## src/rtl/mips_cpu_muldiv_ctrl.sv

```systemverilog
// mips_cpu_muldiv_ctrl: multi-cycle multiply/divide sequencer owning the
// architectural HI/LO registers. Multiplies complete after MUL_LAT cycles,
// divides use a 32-step restoring algorithm followed by a sign-fixup cycle.
module mips_cpu_muldiv_ctrl #(
  parameter int MUL_LAT  = 4,
  parameter int DIV_ITER = 32
) (
  input  logic        clk,
  input  logic        rst,
  input  logic        op_valid,
  input  logic [2:0]  op_code,
  input  logic [31:0] op_a,
  input  logic [31:0] op_b,
  output logic        op_ready,
  input  logic        abort,
  input  logic        mf_req,
  input  logic        mf_sel,
  output logic [31:0] mf_data,
  output logic        stall,
  output logic        done,
  output logic [31:0] hi,
  output logic [31:0] lo
);

  typedef enum logic [1:0] {IDLE, MUL, DIV, FIX} state_t;

  localparam logic [2:0] OP_MULT  = 3'd0;
  localparam logic [2:0] OP_MULTU = 3'd1;
  localparam logic [2:0] OP_DIV   = 3'd2;
  localparam logic [2:0] OP_DIVU  = 3'd3;
  localparam logic [2:0] OP_MTHI  = 3'd4;
  localparam logic [2:0] OP_MTLO  = 3'd5;

  localparam logic [4:0] MUL_LOAD = 5'(MUL_LAT - 1);
  localparam logic [4:0] DIV_LOAD = 5'(DIV_ITER - 1);

  state_t      state;
  state_t      next_state;
  logic [4:0]  counter;

  // opa holds the multiplicand, or the dividend magnitude that shifts into
  // the quotient during division; opb holds the multiplier or divisor magnitude.
  logic [31:0] opa;
  logic [31:0] opb;
  logic [31:0] rem;
  logic        is_signed;
  logic        neg_q;
  logic        neg_r;
  logic        div_zero;

  logic        accept;
  logic        mul_write;
  logic        fix_write;
  logic        div_signed;
  logic [31:0] a_mag;
  logic [31:0] b_mag;
  logic [63:0] a_ext;
  logic [63:0] b_ext;
  logic [63:0] product;
  logic [32:0] shifted;
  logic [32:0] diff;
  logic        ge;
  logic [31:0] q_fix;
  logic [31:0] r_fix;

  assign accept    = op_valid && op_ready;
  assign mul_write = (state == MUL) && (counter == 5'd0) && !abort;
  assign fix_write = (state == FIX) && !abort;

  // Divide operands are converted to magnitudes at acceptance; the sign
  // flags restore the MIPS result signs in the FIX cycle.
  assign div_signed = (op_code == OP_DIV);
  assign a_mag = (div_signed && op_a[31]) ? (32'd0 - op_a) : op_a;
  assign b_mag = (div_signed && op_b[31]) ? (32'd0 - op_b) : op_b;

  // Sign- or zero-extending to 64 bits lets one unsigned multiplier serve
  // both MULT and MULTU, since the low 64 bits of the product are identical.
  assign a_ext   = is_signed ? {{32{opa[31]}}, opa} : {32'd0, opa};
  assign b_ext   = is_signed ? {{32{opb[31]}}, opb} : {32'd0, opb};
  assign product = a_ext * b_ext;

  // One restoring step: shift the next dividend bit into the partial
  // remainder and subtract the divisor if it fits.
  assign shifted = {rem, opa[31]};
  assign diff    = shifted - {1'b0, opb};
  assign ge      = (shifted >= {1'b0, opb});

  // A zero divisor leaves every trial subtraction succeeding, so the
  // remainder path naturally ends up holding the dividend; only LO is forced.
  assign q_fix = div_zero ? 32'hFFFF_FFFF : (neg_q ? (32'd0 - opa) : opa);
  assign r_fix = neg_r ? (32'd0 - rem) : rem;

  // State register
  always_ff @(posedge clk or negedge rst) begin
    if (!rst) state <= IDLE;
    else      state <= next_state;
  end

  // Next-state logic; abort always returns to IDLE without a write
  always_comb begin
    next_state = state;
    case (state)
      IDLE: begin
        if (accept) begin
          if (op_code == OP_MULT || op_code == OP_MULTU)   next_state = MUL;
          else if (op_code == OP_DIV || op_code == OP_DIVU) next_state = DIV;
        end
      end
      MUL:  if (abort || counter == 5'd0) next_state = IDLE;
      DIV: begin
        if (abort)                 next_state = IDLE;
        else if (counter == 5'd0)  next_state = FIX;
      end
      FIX:  next_state = IDLE;
      default: next_state = IDLE;
    endcase
  end

  // Outputs: handshake, pipeline stall and combinational HI/LO read port
  always_comb begin
    op_ready = (state == IDLE) && !abort;
    stall    = (state != IDLE) && (mf_req || op_valid);
    mf_data  = mf_sel ? hi : lo;
  end

  // Datapath: operand capture, iteration, HI/LO writes and the done pulse
  always_ff @(posedge clk or negedge rst) begin
    if (!rst) begin
      hi        <= 32'd0;
      lo        <= 32'd0;
      done      <= 1'b0;
      counter   <= 5'd0;
      opa       <= 32'd0;
      opb       <= 32'd0;
      rem       <= 32'd0;
      is_signed <= 1'b0;
      neg_q     <= 1'b0;
      neg_r     <= 1'b0;
      div_zero  <= 1'b0;
    end else begin
      done <= mul_write || fix_write;
      case (state)
        IDLE: begin
          if (accept) begin
            case (op_code)
              OP_MULT, OP_MULTU: begin
                opa       <= op_a;
                opb       <= op_b;
                is_signed <= (op_code == OP_MULT);
                counter   <= MUL_LOAD;
              end
              OP_DIV, OP_DIVU: begin
                opa      <= a_mag;
                opb      <= b_mag;
                rem      <= 32'd0;
                neg_q    <= div_signed && (op_a[31] ^ op_b[31]);
                neg_r    <= div_signed && op_a[31];
                div_zero <= (op_b == 32'd0);
                counter  <= DIV_LOAD;
              end
              OP_MTHI: hi <= op_a;
              OP_MTLO: lo <= op_a;
              default: ;
            endcase
          end
        end
        MUL: begin
          if (!abort) begin
            if (counter == 5'd0) {hi, lo} <= product;
            else                 counter  <= counter - 5'd1;
          end
        end
        DIV: begin
          if (!abort) begin
            rem <= ge ? diff[31:0] : shifted[31:0];
            opa <= {opa[30:0], ge};
            if (counter != 5'd0) counter <= counter - 5'd1;
          end
        end
        FIX: begin
          if (!abort) begin
            lo <= q_fix;
            hi <= r_fix;
          end
        end
        default: ;
      endcase
    end
  end

endmodule
```

## config.mk

```make
export PLATFORM = sky130hd
export DESIGN_NAME = mips_cpu_muldiv_ctrl
export DESIGN_NICKNAME = d
export VERILOG_FILES = /design/src/rtl/mips_cpu_muldiv_ctrl.sv
export SDC_FILE = /design/constraint.sdc
export NUM_CORES = 2
export LEC_CHECK = 0
export BUFFER_PORTS_ARGS = -buffer_cell sky130_fd_sc_hd__buf_2
export CAP_MARGIN = 10
export CELL_PAD_IN_SITES_DETAIL_PLACEMENT = 1
export CELL_PAD_IN_SITES_GLOBAL_PLACEMENT = 2
export CORE_UTILIZATION = 38
export CTS_CLUSTER_SIZE = 24
export DETAILED_ROUTE_END_ITERATION = 10
export GPL_TIMING_DRIVEN = 0
export PLACE_DENSITY = 0.84
export SLEW_MARGIN = 10
export SYNTH_ARGS = -nofsm -noshare
export SYNTH_HDL_FRONTEND = slang
export SYNTH_SLANG_ARGS = --single-unit
```

## constraint.sdc

```tcl
create_clock -name clk -period 8.67 [get_ports clk]
set_input_delay 1.734 -clock clk [delete_from_list [all_inputs] [get_ports clk]]
set_output_delay 1.734 -clock clk [all_outputs]
set_load 0.01 [all_outputs]
```

==> key figures <==
Status
  – Status: finished with violations
  – Failing checks: setup timing

Setup path
  – CP max FO: 10
  – Setup crit end kind: flip-flop
  – Crit Path Class: reg2reg
  – CP most frequent cell: fa_1
  – Worst EP required: 9.15 ns
  – Slowest stage cell, crit path: fa_2
  – Crit start category: flip-flop
  – WP data arrival: 9.91 ns
  – CP Launch Point: opa[23]$_DFFE_PN0P_
  – CP peak stage delay: 0.70 ns
  – Reg2Reg Launch Point: opa[23]$_DFFE_PN0P_

Synth
  – Yosys warning total: 0
  – Post-synthesis cell count: 6678
  – Top FF cell, synth: dfrtp_1
  – Yosys reg bits: 172
  – Post-synthesis async set-or-reset flop share: 1.00
  – Cell Area, Synth: 60400 um^2
  – Syn avg cell area: 9.04 um^2
  – Mapped Nets: 8522
  – Number of synthesized flops with an enable pin: 0
  – Synth cell types: 76
  – Sequential area share after synthesis: 0.0713

CTS
  – Sink Count: 172
  – Skew-Pair Late Insertion Delay: 0.55 ns
  – Clock tree from TritonCTS: done
  – # H-tree levels: 4
  – CTS max path bufs: 2
  – Hold_buf cts: 0
  – Clk pin slew, worst setup/hold paths: 0.09 ns
  – Clock Tree Root: clkbuf_16
  – Num CTS Buffers: 17

Layout
  – Commonest non-fill, non-tap cell in the layout: inv_1
  – Layout cell share with drive strength beyond 1: 0.163
  – Synth-to-Final Area Change: 16.2%
  – Nets: 8894
  – Design area: 70200 um^2
  – # fillers: 18000
  – Most frequent cells in the layout: inv_1 (1516), fa_1 (1314), nand2_1 (674), and2_1 (519), ha_1 (310)
  – Finished Layout Cells: 9138

Placement
  – Final HPWL DP: 242 mm
  – Port bufs: 167
  – Worst slack, placed: -3.38 ns
  – DP Cell Count: 8912
  – Dpl cell area: 64000 um^2
  – Routability cong.: 1.02

GRT
  – Total track usage: 0.365
  – Initial antenna violation count: 39
  – GRT Residual Overflow: 0
  – Global-route wire length before repair: 412 mm
  – Number of global-route vias before repair: 55700
  – Largest net degree at the start of global routing: 90

Floorplan
  – Die Area: 160000 um^2
  – Die Span X: 401 um
  – Row cnt: 145
  – Initial Util: 0.385
  – I/O pin cnt: 172
  – Core area: 157000 um^2
  – Die height: 401 um

Detailed routing
  – Vias per cell: 5.68
  – WL per Instance: 32.2 um
  – DR vias: 51900
  – Drt pass-1 iters: 5
  – Final ANT Viol Nets: 0
  – Overall routed net length: 294 mm
  – Final routed DRC violation total: 0
  – DRT iter0 DRCs: 5041

STA
  – Max_slew headroom: 0.160
  – Final Hold Viols: 0
  – Layout Skew: 0.0356 ns
  – Crit share post-route: 1.09
  – Final setup TNS: -7.70 ns
  – Worst-Margin Slew: 1.26 ns
  – Final worst path period need: 9.43 ns
  – Final worst slack: -0.765 ns
  – Slew Limit Fails: 0
  – RSZ-0062 raised after global routing: yes
  – # setup viols final: 24
  – Fmax achieved: 0.106 GHz

Flow run
  – Max-cap violations: 0

Min path
  – Worst hold path class: reg2reg
  – Hold Path Origin: hi[2]$_DFFE_PN0P_
==> cell usage after synthesis, types with 7 or more instances <==
cell,count,area [um^2]
xnor2_1,188,1650
nand4_1,25,156
o21bai_1,17,128
buf_1,28,105
o41ai_1,15,131
nand2b_1,22,138
o31ai_1,34,255
o21a_1,16,120
o311ai_0,21,184
dfrtp_1,172,4300
nor3_1,30,150
a22oi_1,17,128
fa_1,1420,28400
a21o_1,58,435
nor2b_1,12,75.1
or3_1,19,119
clkbuf_1,320,1200
ha_1,351,4390
a31oi_1,34,213
a21oi_1,248,1240
or4_1,11,82.6
a211oi_1,7,52.6
nand3_1,48,240
and2_1,528,3300
and3_1,34,213
o21ai_0,139,696
nor2_1,280,1050
o211ai_1,13,97.6
nor4_1,13,81.3
mux2i_1,12,120
nand2_1,710,2670
inv_1,1588,5960
a221oi_1,38,333
xor2_1,68,596
o22ai_1,13,81.3
mux2_2,34,383
==> layout make-up <==
cell class | count | area (um^2) | area share
plain buffers | 312 | 2860 | 0.0408
clock buffers | 18 | 439 | 0.00626
well taps | 2058 | 2570 | 0.0367
clock inverters | 14 | 150 | 0.00214
inverters | 1588 | 6000 | 0.0855
repair buffers | 394 | 2870 | 0.0410
flip-flops and latches | 172 | 4410 | 0.0629
diodes | 17 | 42.5 | 0.000606
multi-input cells | 4565 | 50800 | 0.724
==> state kept, by name (all words and copies together), names as in the netlist, 2 cells and up <==
name / cells
opb: 32
rem: 32
state: 2
lo: 32
counter: 5
hi: 32
opa: 32
==> worst paths after layout <==
path                                      endpoint  slack (ns)  cells after the start
worst max-delay path            hi[28]$_DFFE_PN0P_       -0.76                     29
worst min-delay path             hi[2]$_DFFE_PN0P_        0.56                      2
worst max register to register  hi[28]$_DFFE_PN0P_       -0.76                     29
worst min register to register   hi[2]$_DFFE_PN0P_        0.56                      2
max in group asynchronous       opb[2]$_DFFE_PN0P_        6.39                      2
min in group asynchronous        lo[2]$_DFFE_PN0P_        1.18                      1
==> critical path: cells and delay by family, from the launching register on <==
family | cells | cell delay (ns)
simple gates | 2 | 0.30
compound gates | 8 | 2.04
fa+ha+maj | 11 | 5.36
flops | 1 | 0.61
mux | 1 | 0.39
buf+inv | 7 | 0.64
==> kinds of logic (layout without fill, tap and decap cells) <==
group | count (synthesis) | in the layout | share of synthesized area
buffers and inverters | 1941 | 2326 | 0.121
adder cells (fa/ha/maj) | 1773 | 1773 | 0.544
AND/OR/NAND/NOR | 1765 | 1765 | 0.142
AO/OA/AOI/OAI | 725 | 725 | 0.0764
XOR/XNOR | 256 | 256 | 0.0371
flip-flops | 172 | 172 | 0.0713
multiplexers | 46 | 46 | 0.00833
other | 0 | 17 | 0
==> through the flow <==
stage	hold slack [ns]	utilization
6_report	0.561	0.447
5_1_grt	0.595	0.447
4_1_cts	0.552	0.438
3_5_place_dp	0.533	0.408
3_3_place_gp	0.521	0.407
2_1_floorplan	0.499	-
==> timing repair <==
item | 4_1_cts | 5_1_grt
setup buffers | 151 | 69
cloned | 0 | 0
setup endpoints to repair | 53 | 40
pin swaps | 168 | 204
gates resized for setup | 933 | 250
==> layer usage <==
metal	GRT usage	wire length (um)	vias to the layer above
met1	0.475	115000	27300
met5	0	140	-
met4	0.178	17600	20
li1	-	-	20700
met3	0.121	36500	767
met2	0.543	125000	3101
Power is not shown: default switching activity piles up to over one toggle a cycle in this logic, so the estimate is an artifact.
